$ cat config.mk
export PLATFORM = sky130hd
export DESIGN_NAME = big_core_dmem_router
export DESIGN_NICKNAME = d
export VERILOG_FILES = /design/src/rtl/big_core_pkg.sv /design/src/rtl/big_core_tag_fifo.sv /design/src/rtl/big_core_dmem_router.sv
export SDC_FILE = /design/constraint.sdc
export NUM_CORES = 1
export LEC_CHECK = 0
export ABC_AREA = 0
export BUFFER_PORTS_ARGS = -buffer_cell sky130_fd_sc_hd__buf_4
export CELL_PAD_IN_SITES_DETAIL_PLACEMENT = 1
export CELL_PAD_IN_SITES_GLOBAL_PLACEMENT = 1
export CORE_MARGIN = 10
export CORE_UTILIZATION = 30
export CTS_BUF_LIST = sky130_fd_sc_hd__clkbuf_4 sky130_fd_sc_hd__clkbuf_8
export DETAILED_ROUTE_END_ITERATION = 10
export PLACE_DENSITY = 0.75
export SYNTH_ARGS = -nofsm -noshare
export SYNTH_HDL_FRONTEND = slang
export SYNTH_SLANG_ARGS = --single-unit
$ cat constraint.sdc
create_clock -name Clk -period 2.9 [get_ports Clk]
set_input_delay 0.58 -clock Clk [delete_from_list [all_inputs] [get_ports Clk]]
set_output_delay 0.58 -clock Clk [all_outputs]
set_load 0.005 [all_outputs]
$ cat src/rtl/big_core_pkg.sv
// big_core_pkg: shared big-core memory types and the default data-memory map.
package big_core_pkg;
  typedef enum logic [1:0] {MEM_BYTE = 2'd0, MEM_HALF = 2'd1, MEM_WORD = 2'd2} t_mem_size;
  localparam int TGT_W = 4;
  typedef struct packed {
    logic [TGT_W-1:0] tgt;
    logic             err;
    logic [1:0]       off;
    t_mem_size        size;
    logic             sign;
  } t_dmem_tag;
  localparam logic [31:0] D_MEM_BASE = 32'h0001_0000;
  localparam logic [31:0] CR_BASE = 32'h00FE_0000;
  localparam logic [31:0] VGA_BASE = 32'h00FF_0000;
  localparam logic [5:0] D_MEM_SIZE_LOG2 = 6'd16;
  localparam logic [5:0] CR_SIZE_LOG2 = 6'd16;
  localparam logic [5:0] VGA_SIZE_LOG2 = 6'd16;
  // The reserved size encoding behaves as a word access.
  function automatic t_mem_size norm_size(input logic [1:0] s);
    return s == 2'd3 ? MEM_WORD : t_mem_size'(s);
  endfunction
endpackage

$ cat src/rtl/big_core_tag_fifo.sv
// big_core_tag_fifo: synchronous FIFO of any packed type with full/empty flags.
module big_core_tag_fifo #(
  parameter int DEPTH = 4,
  parameter type T = logic [7:0]
) (
  input  logic clk,
  input  logic rst_n,
  input  logic push,
  input  logic pop,
  input  T     din,
  output T     dout,
  output logic full,
  output logic empty
);
  localparam int AW = $clog2(DEPTH);
  T mem [DEPTH];
  logic [AW-1:0] wr_ptr, rd_ptr;
  logic [AW:0] count;
  logic do_push, do_pop;
  assign full = count == (AW+1)'(DEPTH);
  assign empty = count == '0;
  assign dout = mem[rd_ptr];
  assign do_push = push && !full;
  assign do_pop = pop && !empty;
  always_ff @(posedge clk or negedge rst_n)
    if (!rst_n) begin
      wr_ptr <= '0;
      rd_ptr <= '0;
      count <= '0;
    end else begin
      wr_ptr <= wr_ptr + AW'(do_push);
      rd_ptr <= rd_ptr + AW'(do_pop);
      count <= count + (AW+1)'(do_push) - (AW+1)'(do_pop);
    end
  always_ff @(posedge clk)
    if (do_push) mem[wr_ptr] <= din;
endmodule

$ cat src/rtl/big_core_dmem_router.sv
// big_core_dmem_router: region-decoded load/store router with in-order read tags.
// Define BIG_CORE_DMEM_MISALIGN_CHK_EN to turn misaligned accesses into drops/error loads.
module big_core_dmem_router
  import big_core_pkg::*;
#(
  parameter int NUM_REGIONS = 3,
  parameter logic [NUM_REGIONS-1:0][31:0] REGION_BASE = {VGA_BASE, CR_BASE, D_MEM_BASE},
  parameter logic [NUM_REGIONS-1:0][5:0] REGION_SIZE_LOG2 = {VGA_SIZE_LOG2, CR_SIZE_LOG2, D_MEM_SIZE_LOG2},
  parameter int OUTST_DEPTH = 4
) (
  input  logic                      Clk,
  input  logic                      Rst,
  input  logic                      ReqValid,
  output logic                      ReqReady,
  input  logic                      ReqWrEn,
  input  logic [31:0]               ReqAddr,
  input  logic [31:0]               ReqWrData,
  input  logic [1:0]                ReqSize,
  input  logic                      ReqSignExt,
  output logic                      RspValid,
  output logic [31:0]               RspData,
  output logic                      RspErr,
  output logic [NUM_REGIONS-1:0]    TgtReqValid,
  input  logic [NUM_REGIONS-1:0]    TgtReqReady,
  output logic                      TgtWrEn,
  output logic [29:0]               TgtAddr,
  output logic [31:0]               TgtWrData,
  output logic [3:0]                TgtByteEn,
  input  logic [NUM_REGIONS-1:0]    TgtRspValid,
  input  logic [NUM_REGIONS*32-1:0] TgtRspData,
  output logic [NUM_REGIONS-1:0]    TgtRspReady
);
  t_mem_size size;
  logic [1:0] off;
  logic hit, mis, mapped, blocked, push, pop, empty, full;
  logic [TGT_W-1:0] idx;
  logic [3:0] mask;
  logic [15:0] req_ready_pad, rsp_valid_pad;
  logic [16*32-1:0] rsp_data_pad;
  logic [31:0] word, shifted, ext;
  t_dmem_tag tag_in, head;
  assign size = norm_size(ReqSize);
  assign off = ReqAddr[1:0];
  // Scan downward so the lowest hitting region wins.
  always_comb begin
    hit = 1'b0;
    idx = '0;
    for (int i = NUM_REGIONS - 1; i >= 0; i--)
      if ((ReqAddr >> REGION_SIZE_LOG2[i]) == (REGION_BASE[i] >> REGION_SIZE_LOG2[i])) begin
        hit = 1'b1;
        idx = TGT_W'(i);
      end
  end
`ifdef BIG_CORE_DMEM_MISALIGN_CHK_EN
  assign mis = (size == MEM_HALF && off[0]) || (size == MEM_WORD && off != 2'd0);
`else
  assign mis = 1'b0;
`endif
  assign mapped = hit && !mis;
  assign blocked = !ReqWrEn && full;
  assign req_ready_pad = 16'(TgtReqReady);
  assign ReqReady = !blocked && (!mapped || req_ready_pad[idx]);
  assign TgtReqValid = (ReqValid && mapped && !blocked) ? NUM_REGIONS'(1) << idx : '0;
  assign mask = size == MEM_BYTE ? 4'b0001 : size == MEM_HALF ? 4'b0011 : 4'b1111;
  assign TgtByteEn = mask << off;
  assign TgtWrData = ReqWrData << {off, 3'b000};
  assign TgtWrEn = ReqWrEn;
  assign TgtAddr = ReqAddr[31:2];
  assign push = ReqValid && ReqReady && !ReqWrEn;
  assign tag_in = '{tgt: idx, err: !mapped, off: off, size: size, sign: ReqSignExt};
  big_core_tag_fifo #(.DEPTH(OUTST_DEPTH), .T(t_dmem_tag)) u_tag_fifo (
    .clk(Clk), .rst_n(Rst), .push(push), .pop(pop), .din(tag_in), .dout(head), .full(full), .empty(empty)
  );
  assign rsp_valid_pad = 16'(TgtRspValid);
  assign rsp_data_pad = (16*32)'(TgtRspData);
  assign word = rsp_data_pad[{head.tgt, 5'b00000} +: 32];
  assign pop = !empty && (head.err || rsp_valid_pad[head.tgt]);
  assign TgtRspReady = (!empty && !head.err) ? NUM_REGIONS'(1) << head.tgt : '0;
  assign shifted = word >> {head.off, 3'b000};
  assign ext = head.size == MEM_BYTE ? {{24{head.sign & shifted[7]}}, shifted[7:0]} :
               head.size == MEM_HALF ? {{16{head.sign & shifted[15]}}, shifted[15:0]} : shifted;
  always_ff @(posedge Clk or negedge Rst)
    if (!Rst) begin
      RspValid <= 1'b0;
      RspData <= '0;
      RspErr <= 1'b0;
    end else begin
      RspValid <= pop;
      RspErr <= pop && head.err;
      RspData <= (pop && !head.err) ? ext : '0;
    end
endmodule
# [Yosys cells after proc, flatten, opt, wreduce, memory -nomap -nowiden]
# Memory sizes are Yosys's and may differ from the RTL's.
# Index checks and enable logic that the tools add are counted.
[word_totals] register_bits=41 ram_bits=32 inputBits=173 n_memories=1
[memory_table] memory="u_tag_fifo.mem" depth=4 width=8 rd=1 rd_ports_with_merged_regs=0 wr=1 line="big_core_tag_fifo.sv:16" text="T mem [DEPTH];"
[op_classes] add_sub_neg=4 n_lt_le_gt_ge=2 eq_ne=7 shift=6 n_mux=20 bitwise=2 reduce_logical=23
[ops] operator="512-bit by 10-bit variable part select with 32-bit output" n=1
[ops] operator="32-bit 2-to-1 mux" n=3
[ops] operator="16-bit by 8-bit == test with 1-bit output, second input constant" n=2
[ops] operator="32-bit by 5-bit left shift with 32-bit output" n=1
[ops] operator="32-bit by 5-bit right shift with 32-bit output" n=1
[ops] operator="16-bit by 1-bit == test with 1-bit output, second input constant" n=1
[ops] operator="1-bit logical AND" n=12
[ops] operator="4-bit by 5-bit less-than comparator with 1-bit output, second input constant" n=2
[ops] operator="1-bit binary-select mux with 4-bit select" n=2
[ops] operator="2-bit 2-to-1 mux" n=4
[ops] operator="4-bit 2-to-1 mux" n=2
[ops] operator="1-bit by 4-bit left shift with 3-bit output, first input constant" n=2
[ops] operator="1-bit 2-to-1 mux" n=7
[ops] operator="1-bit logical NOT" n=6
[ops] operator="3-bit 2-to-1 mux" n=2
[ops] operator="2-bit by 1-bit adder with 2-bit output" n=2
[ops] operator="2-bit by 1-bit == test with 1-bit output, second input constant" n=2
[ops] operator="2-bit logical NOT" n=2
[ops] operator="4-bit by 2-bit left shift with 4-bit output" n=1
[ops] operator="3-bit by 1-bit adder with 3-bit output" n=1
[ops] operator="3-bit == test, second input constant" n=1
[ops] operator="3-bit logical NOT" n=1
[ops] operator="3-bit by 1-bit subtractor with 3-bit output" n=1
[ops] operator="1-bit bitwise AND" n=2
[ops] operator="other kinds (2)" n=3

# [Logic depth before layout (Yosys ltp)]
# Gate-level depths: netlist (run 1).
[logic_depth] word_depth=13 ltp_mapped=13 mapped_depth_nobuf=11

# [By module]
# A second synthesis (run 1) with hierarchy kept.
[unflattened] hier_cells=516 hier_area_um2=5377.7
[modules_own_cells] mod="big_core_dmem_router" n_inst=1 cells_per_inst=433 area_each_um2=3542.1
[modules_own_cells] mod="big_core_tag_fifo" n_inst=1 cells_per_inst=83 area_each_um2=1835.5

# [Worst setup path after synthesis (run 1)]
# No wires, ideal clock.
[synth_path] path_kind="input port to flip-flop" startpoint="in ReqAddr[17]" endpoint="reg u_tag_fifo.count[2]" setup_time_ns=0.123 arrival_time_ns=3.147 required_ns=2.777 slack_ns=-0.370 stages=10 n_path_buf=0 path_cell_list="or4_1 -> or4_1 -> or3_1 -> o2bb2ai_1 -> nand4bb_1 -> inv_1 -> ha_1 -> fa_1 -> xnor2_1 -> xnor2_1"
[synth_via] elab_chain_len=13 elab_cells_between_ends=19 cone_classes="add/sub: 2; eq/ne: 3; mux: 8; reduce/logical: 6"
[synth_lines] item="start: declaration" line="big_core_dmem_router.sv:16" text="input logic [31:0] ReqAddr,"
[synth_lines] item="16-bit by 8-bit == test with 1-bit output" line="big_core_dmem_router.sv:49" text="if ((ReqAddr >> REGION_SIZE_LOG2[i]) == (REGION_BASE[i] >> REGION_SIZE_LOG2[i])) begin"
[synth_lines] item="2-bit 2-to-1 mux (3 in a row)" line="big_core_dmem_router.sv:49"
[synth_lines] item="1-bit binary-select mux with 4-bit select" line="big_core_dmem_router.sv:62" text="assign ReqReady = !blocked && (!mapped || req_ready_pad[idx]);"
[synth_lines] item="1-bit 2-to-1 mux (implied by the code)" line="big_core_dmem_router.sv:62"
[synth_lines] item="1-bit logical OR *" line="big_core_dmem_router.sv:62"
[synth_lines] item="1-bit logical AND *" line="big_core_dmem_router.sv:62"
[synth_lines] item="1-bit logical AND * (2 in a row)" line="big_core_dmem_router.sv:69" text="assign push = ReqValid && ReqReady && !ReqWrEn;"
[synth_lines] item="1-bit logical AND *" line="big_core_tag_fifo.sv:23" text="assign do_push = push && !full;"
[synth_lines] item="3-bit by 1-bit adder with 3-bit output *" line="big_core_tag_fifo.sv:33" text="count <= count + (AW+1)'(do_push) - (AW+1)'(do_pop);"
[synth_lines] item="3-bit by 1-bit subtractor with 3-bit output *" line="big_core_tag_fifo.sv:33"
[synth_lines] item="end signal: assignment" line="big_core_tag_fifo.sv:33"
[synth_lines] item="end: declaration" line="big_core_tag_fifo.sv:18" text="logic [AW:0] count;"
# Mark *: on every way between the ends. The rest lies on a longest branch, timed or not. The select of a mux whose other input is x is not followed.

# [Worst setup path in the final report (run 1)]
[layout_path] startpoint="in ReqAddr[17]" endpoint="out TgtReqValid[0]"
[layout_via] elab_chain_len=7 elab_cells_between_ends=13 cone_classes="eq/ne: 3; shift: 1; mux: 7; reduce/logical: 2"
[layout_lines] item="16-bit by 8-bit == test with 1-bit output" line="big_core_dmem_router.sv:49"
[layout_lines] item="1-bit 2-to-1 mux (3 in a row)" line="big_core_dmem_router.sv:49"
[layout_lines] item="1-bit logical AND (2 in a row)" line="big_core_dmem_router.sv:63" text="assign TgtReqValid = (ReqValid && mapped && !blocked) ? NUM_REGIONS'(1) << idx : '0;"
[layout_lines] item="3-bit 2-to-1 mux *" line="big_core_dmem_router.sv:63"
[layout_lines] item="end: declaration" line="big_core_dmem_router.sv:23" text="output logic [NUM_REGIONS-1:0] TgtReqValid,"
# Mark *: on every way between the ends. The rest lies on a longest branch, timed or not.

==> results of run 1 <==
cell usage in the layout (no fill, tap or decap), types with 5 or more instances in the layout:
| cell | instances |
|---|---|
| o21ai_0 | 41 |
| edfxtp_1 | 32 |
| a31oi_1 | 7 |
| a211oi_1 | 9 |
| buf_4 | 286 |
| a22o_1 | 7 |
| o21a_1 | 11 |
| nand2_1 | 39 |
| nor2b_1 | 12 |
| a21oi_1 | 32 |
| nor3_2 | 7 |
| a221o_1 | 7 |
| mux2_2 | 24 |
| buf_6 | 5 |
| nor3b_1 | 6 |
| mux2i_1 | 34 |
| nand3_1 | 5 |
| clkbuf_8 | 9 |
| nor2_1 | 28 |
| a22oi_1 | 7 |
| o22ai_1 | 7 |
| nor3_1 | 6 |
| and2_1 | 8 |
| dfrtp_1 | 40 |
| inv_1 | 10 |
Yosys cell counts (all sizes together) (2+ instances only):
master,number,area [um2]
a211oi,11,100
a21oi,33,165
a221o,7,70.1
a22o,8,71.3
a22oi,7,52.6
a31oi,7,43.8
and2,8,50.1
and3,2,12.5
and4,2,17.5
buf,48,340
clkbuf,18,67.6
dfrtp,41,1030
edfxtp,32,961
ha,4,50.1
inv,11,41.3
mux2,24,270
mux2i,36,360
mux4,7,176
nand2,39,146
nand2b,2,12.5
nand3,5,25.0
nand3b,2,15.0
nor2,30,113
nor2b,13,81.3
nor3,15,121
nor3b,10,80.1
nor4,2,12.5
o211ai,2,15.0
o21a,12,97.6
o21ai,41,205
o22ai,7,43.8
o2bb2ai,3,26.3
or2,2,15.0
or4,2,15.0
xnor2,2,17.5
xor2,2,17.5
cell type report:
cell class                      instances  area share
Clock buffer                            9      0.0166
Clock inverter                          7      0.0118
Inverter                               11     0.00555
Multi-Input combinational cell        355       0.363
Sequential cell                        73       0.267
Tap cell                              220      0.0370
Timing Repair Buffer                  292       0.299
flip-flops by register name, indices dropped and copies added (netlist names):
signal,flops
u_tag_fifo.mem,32
u_tag_fifo.count,3
RspValid,1
RspErr,1
RspData,32
u_tag_fifo.wr_ptr,2
u_tag_fifo.rd_ptr,2
logic make-up after synthesis:
group                    Yosys count  share of synthesized area
XOR/XNOR                           4                    0.00699
buffers and inverters             77                     0.0896
flip-flops                        73                      0.396
AO/OA/AOI/OAI                    142                      0.184
multiplexers                      67                      0.161
AND/OR/NAND/NOR                  137                      0.148
adder cells (fa/ha/maj)            5                     0.0140
power breakdown:
part | internal [W] | switching, W | leakage, nW | total, W
Clock | 0.000417 | 0.000432 | 0.108 | 0.000849
Combinational | 0.00185 | 0.00230 | 2.44 | 0.00416
Sequential | 0.00135 | 0.000127 | 0.830 | 0.00148
Total | 0.00362 | 0.00286 | 3.38 | 0.00648
what timing repair did:
item / 4_1_cts / 5_1_grt
endpoints found under the setup margin: 3 / 16
hold buffers: 0 / 0
buffers inserted: 2 / 2
resized for setup: 9 / 11
pin swaps: 2 / 5
final timing paths:
path | start | endpoint | slack (ns) | cells past startpoint
max reg2reg | u_tag_fifo.rd_ptr[0] | u_tag_fifo.count[2] | 0.10 | 11
max | ReqAddr[17] | TgtReqValid[0] | -0.09 | 7
max in group asynchronous | Rst | u_tag_fifo.rd_ptr[0] | 2.30 | 1
min | Rst | RspData[30] | 0.21 | 1
min reg2reg | u_tag_fifo.wr_ptr[1] | u_tag_fifo.wr_ptr[1] | 0.56 | 1
min in group Clk | ReqSignExt | u_tag_fifo.mem[1][0] | 0.43 | 1
per-stage QoR:
stage	util	cells
after floorplan	-	505
after global routing	0.452	967
after CTS	0.448	965
after detailed placement	0.431	947
after global placement	0.431	947
final	0.452	967
per-layer routing:
layer  routed length (um)  up-vias
met1                 7680     2368
li1                     -     2310
met2                10100      227
met5                    0        -
met4                  507        0
met3                 1690       43
==> results.json, run 1 <==
{
  "first_pass_iters": 4,
  "start_util": 0.304,
  "yosysWarnings": 0,
  "tightest_slew_ns": 0.689,
  "required_ns": 2.32,
  "n_antenna_cell": 0,
  "vias_per_cell": 5.12,
  "gr-max-usage-layer": "met2",
  "wirelength_um": 20000,
  "fp.dieW_um": 149,
  "setup_violations": 2,
  "clkTransAtPathRegs_ns": 0.08,
  "ir_drop_mv": 0.316,
  "drv_cap": 0,
  "crit_chain": "buf_6 > or4_4 > or4_4 > or3_4 > buf_6 > nor3_4 > buf_4",
  "die-area_mm2": 0.0223,
  "grt_first_pass_wirelength_um": 30000,
  "min_period_ns": 2.99,
  "core_area_mm2": 0.0165,
  "layout-drive-gt1-share": 0.495,
  "hold_viol": 0,
  "grt_max_degree": 46,
  "cts-buffers-inserted": 9,
  "critPathSlowestCell": "or4_4",
  "power_density_mw_per_mm2": 871,
  "tns_ns": -0.129,
  "final_area_mm2": 0.00744,
  "hold_ws_ns": 0.209,
  "arrival_ns": 2.41,
  "rsz0062_at_grt": "yes",
  "p_leak_nw": 3.38,
  "grt_use_met3": 0.0570,
  "clock.fmax_mhz": 335,
  "rows": 47,
  "skew_ns": 0.00721,
  "met1_usage": 0.180,
  "synth.distinct_cells": 57,
  "vias": 4948,
  "root_buffer": "clkbuf_8",
  "synth.ff_latch_count": 73,
  "cp_max_fo": 2,
  "min_path_type": "input port to asynchronous set/reset pin",
  "startpoint_type": "input port",
  "critPathMaxStageDelay_ns": 0.51,
  "violations": "setup timing",
  "ant_nets": 0,
  "dp_hpwl_um": 16300,
  "critical_path_class": "input port to output pin",
  "grt_pass1_vias": 5529,
  "clock-sinks": 73,
  "gr-usage-all-layers": 0.170,
  "io_pins": 281,
  "h-tree-depth": 3,
  "area_growth_pct": 48.5,
  "fin_crit_sh": 1.03,
  "total_power_w": 0.00648,
  "ys_seq_area_frac": 0.396,
  "outcome": "finished, violations left",
  "cp-end-kind": "output pin",
  "cts_max_path_buffers": 2,
  "multiInputGateArea_mm2": 0.00270,
  "clk-insertion-delay-late_ns": 0.36,
  "gr-total-overflow": 0,
  "synth_nets": 683,
  "synth-edff-count": 32,
  "fin_ws_ns": -0.0852,
  "antenna_found_initial": 0,
  "remaining_drc_errors": 0,
  "synth_area_mm2": 0.00501,
  "area.sequential_mm2": 0.00199,
  "first_iter_violations": 187,
  "grt.met2_usage": 0.308,
  "fin_nets": 920,
  "port_buffers": 252,
  "gp_congestion": 0.872,
  "synth_cells": 505,
  "n_fill_cell": 1905,
  "slew_headroom": 0.538,
  "wl_per_cell_um": 20.6,
  "synthFlopType": "dfrtp_1",
  "die_y_um": 149,
  "avgSynthCellArea_um2": 9.93,
  "slew_viol_final": 0,
  "cp_num_buf_inv": 3,
  "async_reset_ff_frac": 0.562,
  "cts_tree": "built",
  "crit_family": "simple AND/OR/NAND/NOR gates",
  "pre_cts_ws_ns": -0.377,
  "placed_cell_area_mm2": 0.00710
}
Power figures use the tool's default switching activity.
==> inputs of run 2 (changes only) <==
PLACE_DENSITY = default   (was 0.75)
PLACE_DENSITY_LB_ADDON = 0.1   (was default)
==> results.json, run 2 (synthesized netlist as in run 1, its figures left out) <==
{
  "dp.cells": 952,
  "area_growth_pct": 48.3,
  "ant_nets": 0,
  "wl_per_cell_um": 20.6,
  "layout_commonest_cell": "buf_4",
  "die-area_mm2": 0.0223,
  "arrival_ns": 2.40,
  "cts-buffers-inserted": 9,
  "port_buffers": 252,
  "tightest_slew_ns": 0.631,
  "grt_pass1_vias": 5451,
  "clk-insertion-delay-late_ns": 0.39,
  "antenna_found_initial": 1,
  "gr-usage-all-layers": 0.171,
  "cts_tree": "built",
  "grt_max_degree": 46,
  "largestRegisters": "RspData (32), u_tag_fifo.mem (32), u_tag_fifo.count (3)",
  "remaining_drc_errors": 0,
  "first_pass_iters": 4,
  "outcome": "finished, violations left",
  "vias": 4880,
  "final_cells": 972,
  "vias_per_cell": 5.02,
  "start_util": 0.304,
  "h-tree-depth": 3,
  "cp-end-kind": "output pin",
  "n_fill_cell": 1903,
  "hold_viol": 0,
  "layout-drive-gt1-share": 0.498,
  "gr-total-overflow": 0,
  "die_y_um": 149,
  "violations": "setup timing",
  "p_leak_nw": 3.37,
  "power_density_mw_per_mm2": 868,
  "core_area_mm2": 0.0165,
  "fin_ws_ns": -0.0810,
  "root_buffer": "clkbuf_8",
  "drv_cap": 0,
  "rsz0062_at_grt": "yes",
  "critical_path_class": "input port to output pin",
  "post-route-util": 0.452,
  "fp.dieW_um": 149,
  "setup_violations": 2,
  "grt_first_pass_wirelength_um": 29900,
  "first_iter_violations": 192,
  "slew_headroom": 0.577,
  "slew_viol_final": 0,
  "ir_drop_mv": 0.483,
  "min_period_ns": 2.98,
  "cts_max_path_buffers": 2,
  "clkTransAtPathRegs_ns": 0.10,
  "mostFrequentLayoutCells": "291 x buf_4, 41 x o21ai_0, 39 x dfrtp_1, 39 x nand2_1, 34 x mux2i_1",
  "clock-sinks": 73,
  "min_path_type": "input port to asynchronous set/reset pin",
  "fin_crit_sh": 1.03,
  "dp_hpwl_um": 16200,
  "clock.fmax_mhz": 335,
  "hold_buffers": 0,
  "skew_ns": 0.0175,
  "rows": 47,
  "fin_nets": 924,
  "required_ns": 2.32,
  "io_pins": 281,
  "gp_congestion": 0.782,
  "startpoint_type": "input port",
  "wirelength_um": 20100,
  "cp_max_fo": 2
}
==> run 2: final cells by class <==
class,instances,area (um2),area share
flip-flops and latches,73,1990,0.268
multi-input cells,355,2690,0.362
clock inverters,7,61.3,0.00825
inverters,11,41.3,0.00555
well taps,220,275,0.0370
diodes,1,2.50,0.000337
repair buffers,296,2250,0.303
clock buffers,9,124,0.0167
==> run 2: power by group <==
group          internal, W  switching (W)  leakage, nW
Combinational      0.00189        0.00228         2.45
Clock             0.000325       0.000472       0.0884
Sequential         0.00135       0.000137        0.830
==> run 2: metrics by stage <==
step	hold slack [ns]	cell area (um2)	worst slack, ns	power (W)	TNS [ns]
after floorplan	0.284	5060	-0.157	0.00403	-0.180
after global placement	0.512	7140	-0.302	0.00550	-5.30
after detailed placement	0.543	7140	-0.379	0.00563	-7.55
after CTS	0.190	7350	-0.0963	0.00646	-0.190
after global routing	0.214	7430	-0.116	0.00693	-0.253
final	0.178	7430	-0.0810	0.00645	-0.138
==> run 2: worst paths after layout <==
path,slack (ns),startpoint,cells past startpoint,endpoint
min in group Clk,0.41,ReqSignExt,1,u_tag_fifo.mem[0][0]
max reg2reg,0.12,u_tag_fifo.rd_ptr[0],11,u_tag_fifo.count[2]
max,-0.08,ReqAddr[17],7,TgtReqValid[0]
min,0.18,Rst,1,RspData[28]
min reg2reg,0.59,u_tag_fifo.wr_ptr[1],1,u_tag_fifo.wr_ptr[1]
max in group asynchronous,2.30,Rst,1,u_tag_fifo.rd_ptr[1]
==> run 2: what timing repair did <==
item | CTS | global route
setup buffers | 2 | 1
endpoints found under the setup margin | 8 | 30
pin swaps | 1 | 0
gates resized for setup | 2 | 17
==> run 2: worst max-delay path: stages <==
cell and delay (ns):
buf_6 0.09, or4_4 0.51, or4_4 0.42, or3_4 0.37, buf_6 0.14, nor3_4 0.16
buf_4 0.14
==> run 2: layer usage <==
| metal | share of wire | wire [um] | global-route usage |
|---|---|---|---|
| met4 | 0.018 | 361 | 0.0496 |
| met1 | 0.37 | 7480 | 0.178 |
| met5 | 0 | 0 | 0 |
| met2 | 0.55 | 11100 | 0.325 |
| met3 | 0.055 | 1110 | 0.0452 |
==> inputs of run 3 (changes only) <==
SETUP_SLACK_MARGIN = 0.1   (was default)
==> results.json, run 3 (synthesized netlist as in run 1, its figures left out) <==
{
  "die-area_mm2": 0.0223,
  "cp_num_buf_inv": 3,
  "critPathSlowestCell": "or4_4",
  "vias_per_cell": 5.02,
  "n_fill_cell": 1894,
  "grt_pass1_vias": 5493,
  "slew_headroom": 0.575,
  "grt_use_met3": 0.0452,
  "setup_violations": 2,
  "clkTransAtPathRegs_ns": 0.10,
  "hold_buffers": 0,
  "port_buffers": 252,
  "die_y_um": 149,
  "critPathMaxStageDelay_ns": 0.51,
  "fin_crit_sh": 1.02,
  "drv_cap": 0,
  "fin_nets": 934,
  "first_iter_violations": 203,
  "outcome": "finished, violations left",
  "cts_max_path_buffers": 2,
  "ant_nets": 0,
  "gp_congestion": 0.782,
  "layout-drive-gt1-share": 0.520,
  "post-route-util": 0.460,
  "r2r-start": "u_tag_fifo.rd_ptr[0]",
  "cp-end-kind": "output pin",
  "remaining_drc_errors": 0,
  "reg2reg_slack_ns": 0.13,
  "fin_ws_ns": -0.0584,
  "power.switching_w": 0.00294,
  "tightest_slew_ns": 0.635,
  "fp.dieW_um": 149,
  "met1_usage": 0.178,
  "clock.fmax_mhz": 338,
  "root_buffer": "clkbuf_8",
  "dp_hpwl_um": 16200,
  "arrival_ns": 2.38,
  "slew_viol_final": 0,
  "p_clk_frac": 0.119,
  "grt_first_pass_wirelength_um": 30100,
  "hold_viol": 0,
  "required_ns": 2.32,
  "antenna_found_initial": 1,
  "first_pass_iters": 4,
  "min_period_ns": 2.96,
  "layout_commonest_cell": "buf_4",
  "cts-buffers-inserted": 9,
  "wirelength_um": 20100,
  "critical_path_class": "input port to output pin",
  "power_density_mw_per_mm2": 877,
  "reg2reg_depth": 11,
  "switching_share": 0.443,
  "area.sequential_mm2": 0.00199,
  "grt.met2_usage": 0.325,
  "cts_tree": "built",
  "power_frac_seq": 0.224,
  "clk-insertion-delay-late_ns": 0.38,
  "area_growth_pct": 51.2,
  "skew_ns": 0.0159,
  "hold_ws_ns": 0.187,
  "min_path_type": "input port to asynchronous set/reset pin",
  "h-tree-depth": 3,
  "rsz0062_at_grt": "yes",
  "mostFrequentLayoutCells": "298 x buf_4, 41 x o21ai_0, 39 x dfrtp_1, 39 x nand2_1, 34 x mux2i_1",
  "core_area_mm2": 0.0165,
  "gr-usage-all-layers": 0.171,
  "p_int_w": 0.00371,
  "gr-max-usage-layer": "met2",
  "clock-sinks": 73,
  "cp_max_fo": 2,
  "ir_drop_mv": 0.493,
  "rows": 47,
  "violations": "setup timing",
  "grt_max_degree": 46,
  "wl_per_cell_um": 20.4,
  "start_util": 0.304,
  "largestRegisters": "RspData (32), u_tag_fifo.mem (32), u_tag_fifo.count (3)",
  "multiInputGateArea_mm2": 0.00274,
  "vias": 4927,
  "gr-total-overflow": 0,
  "startpoint_type": "input port",
  "crit_family": "simple AND/OR/NAND/NOR gates",
  "p_leak_nw": 3.44,
  "crit_chain": "buf_6 > or4_4 > or4_4 > or3_4 > o2bb2ai_4 > buf_6 > nor2_2 > buf_4",
  "io_pins": 281,
  "p_comb_frac": 0.657,
  "worst_r2r_endpoint": "u_tag_fifo.count[2]"
}
==> run 3: changes by cell type in the layout (fill, tap and decap cells not counted), moves of 2 or more <==
| cell | before | now |
|---|---|---|
| buf_4 | 291 | 298 |
| nor3_2 | 7 | 10 |
| nor3_1 | 6 | 4 |
| nor3b_1 | 7 | 2 |
| nor2_2 | 1 | 3 |
| nor3b_2 | 3 | 8 |
| nor2_1 | 29 | 27 |
==> run 3: routing by layer <==
metal,share of wire,vias to the layer above,routed length [um]
li1,-,2340,-
met1,0.37,2391,7340
met2,0.56,166,11200
met3,0.056,30,1130
met4,0.020,0,396
met5,0,-,0
==> run 3: worst max path at each step <==
stage	depth (start not counted)	slack, ns	start	endpoint
5_1_grt	8	-0.09	ReqAddr[17]	ReqReady
3_5_place_dp	11	-0.38	ReqAddr[17]	u_tag_fifo.count[2]
6_report	8	-0.06	ReqAddr[17]	ReqReady
4_1_cts	7	-0.09	ReqAddr[17]	TgtReqValid[0]
3_3_place_gp	11	-0.30	ReqAddr[17]	u_tag_fifo.count[2]
2_1_floorplan	10	-0.16	ReqAddr[17]	u_tag_fifo.count[2]
==> run 3: area by class of cell <==
class / instances / share of cell area
tap: 220 / 0.0363
antenna: 1 / 0.000330
clock inverter: 7 / 0.00809
sequential: 73 / 0.262
inverter: 11 / 0.00545
clock buffer: 9 / 0.0163
timing repair buffer: 306 / 0.310
multi-input combinational: 355 / 0.361
==> run 3: power groups by stage <==
stage / combinational (W) / clock, W / sequential (W)
floorplan: 0.00254 / 0 / 0.00148
global placement: 0.00401 / 0 / 0.00149
detailed placement: 0.00412 / 0 / 0.00151
CTS: 0.00425 / 0.000814 / 0.00149
global route: 0.00478 / 0.000859 / 0.00152
finish: 0.00437 / 0.000791 / 0.00149
==> run 3: timing repair <==
item	in CTS	in global routing
endpoints found under the hold margin	0	0
buffers inserted	5	8
pin swaps	8	8
resized for setup	20	18
endpoints found under the setup margin	41	31
==> run 3: metrics by stage <==
stage | power (W) | cells | TNS [ns] | cell area [um2] | setup WS, ns
3_3_place_gp | 0.00550 | 952 | -5.30 | 7140 | -0.302
3_5_place_dp | 0.00563 | 952 | -7.55 | 7140 | -0.379
4_1_cts | 0.00655 | 973 | -0.183 | 7440 | -0.0905
5_1_grt | 0.00715 | 981 | -0.193 | 7580 | -0.0914
2_1_floorplan | 0.00403 | 505 | -0.180 | 5060 | -0.157
6_report | 0.00665 | 982 | -0.107 | 7580 | -0.0584
==> run 3: worst register-to-register path: cells and delay by family (launching register included) <==
kind / cells / cell delay (ns)
DFF: 1 / 0.40
and+or+nand+nor: 2 / 0.20
muxes: 2 / 0.82
adders and majority gates: 3 / 0.81
AOI/OAI and AO/OA: 1 / 0.08
xor gates and xnor gates: 2 / 0.28
buffers and inverters: 1 / 0.06
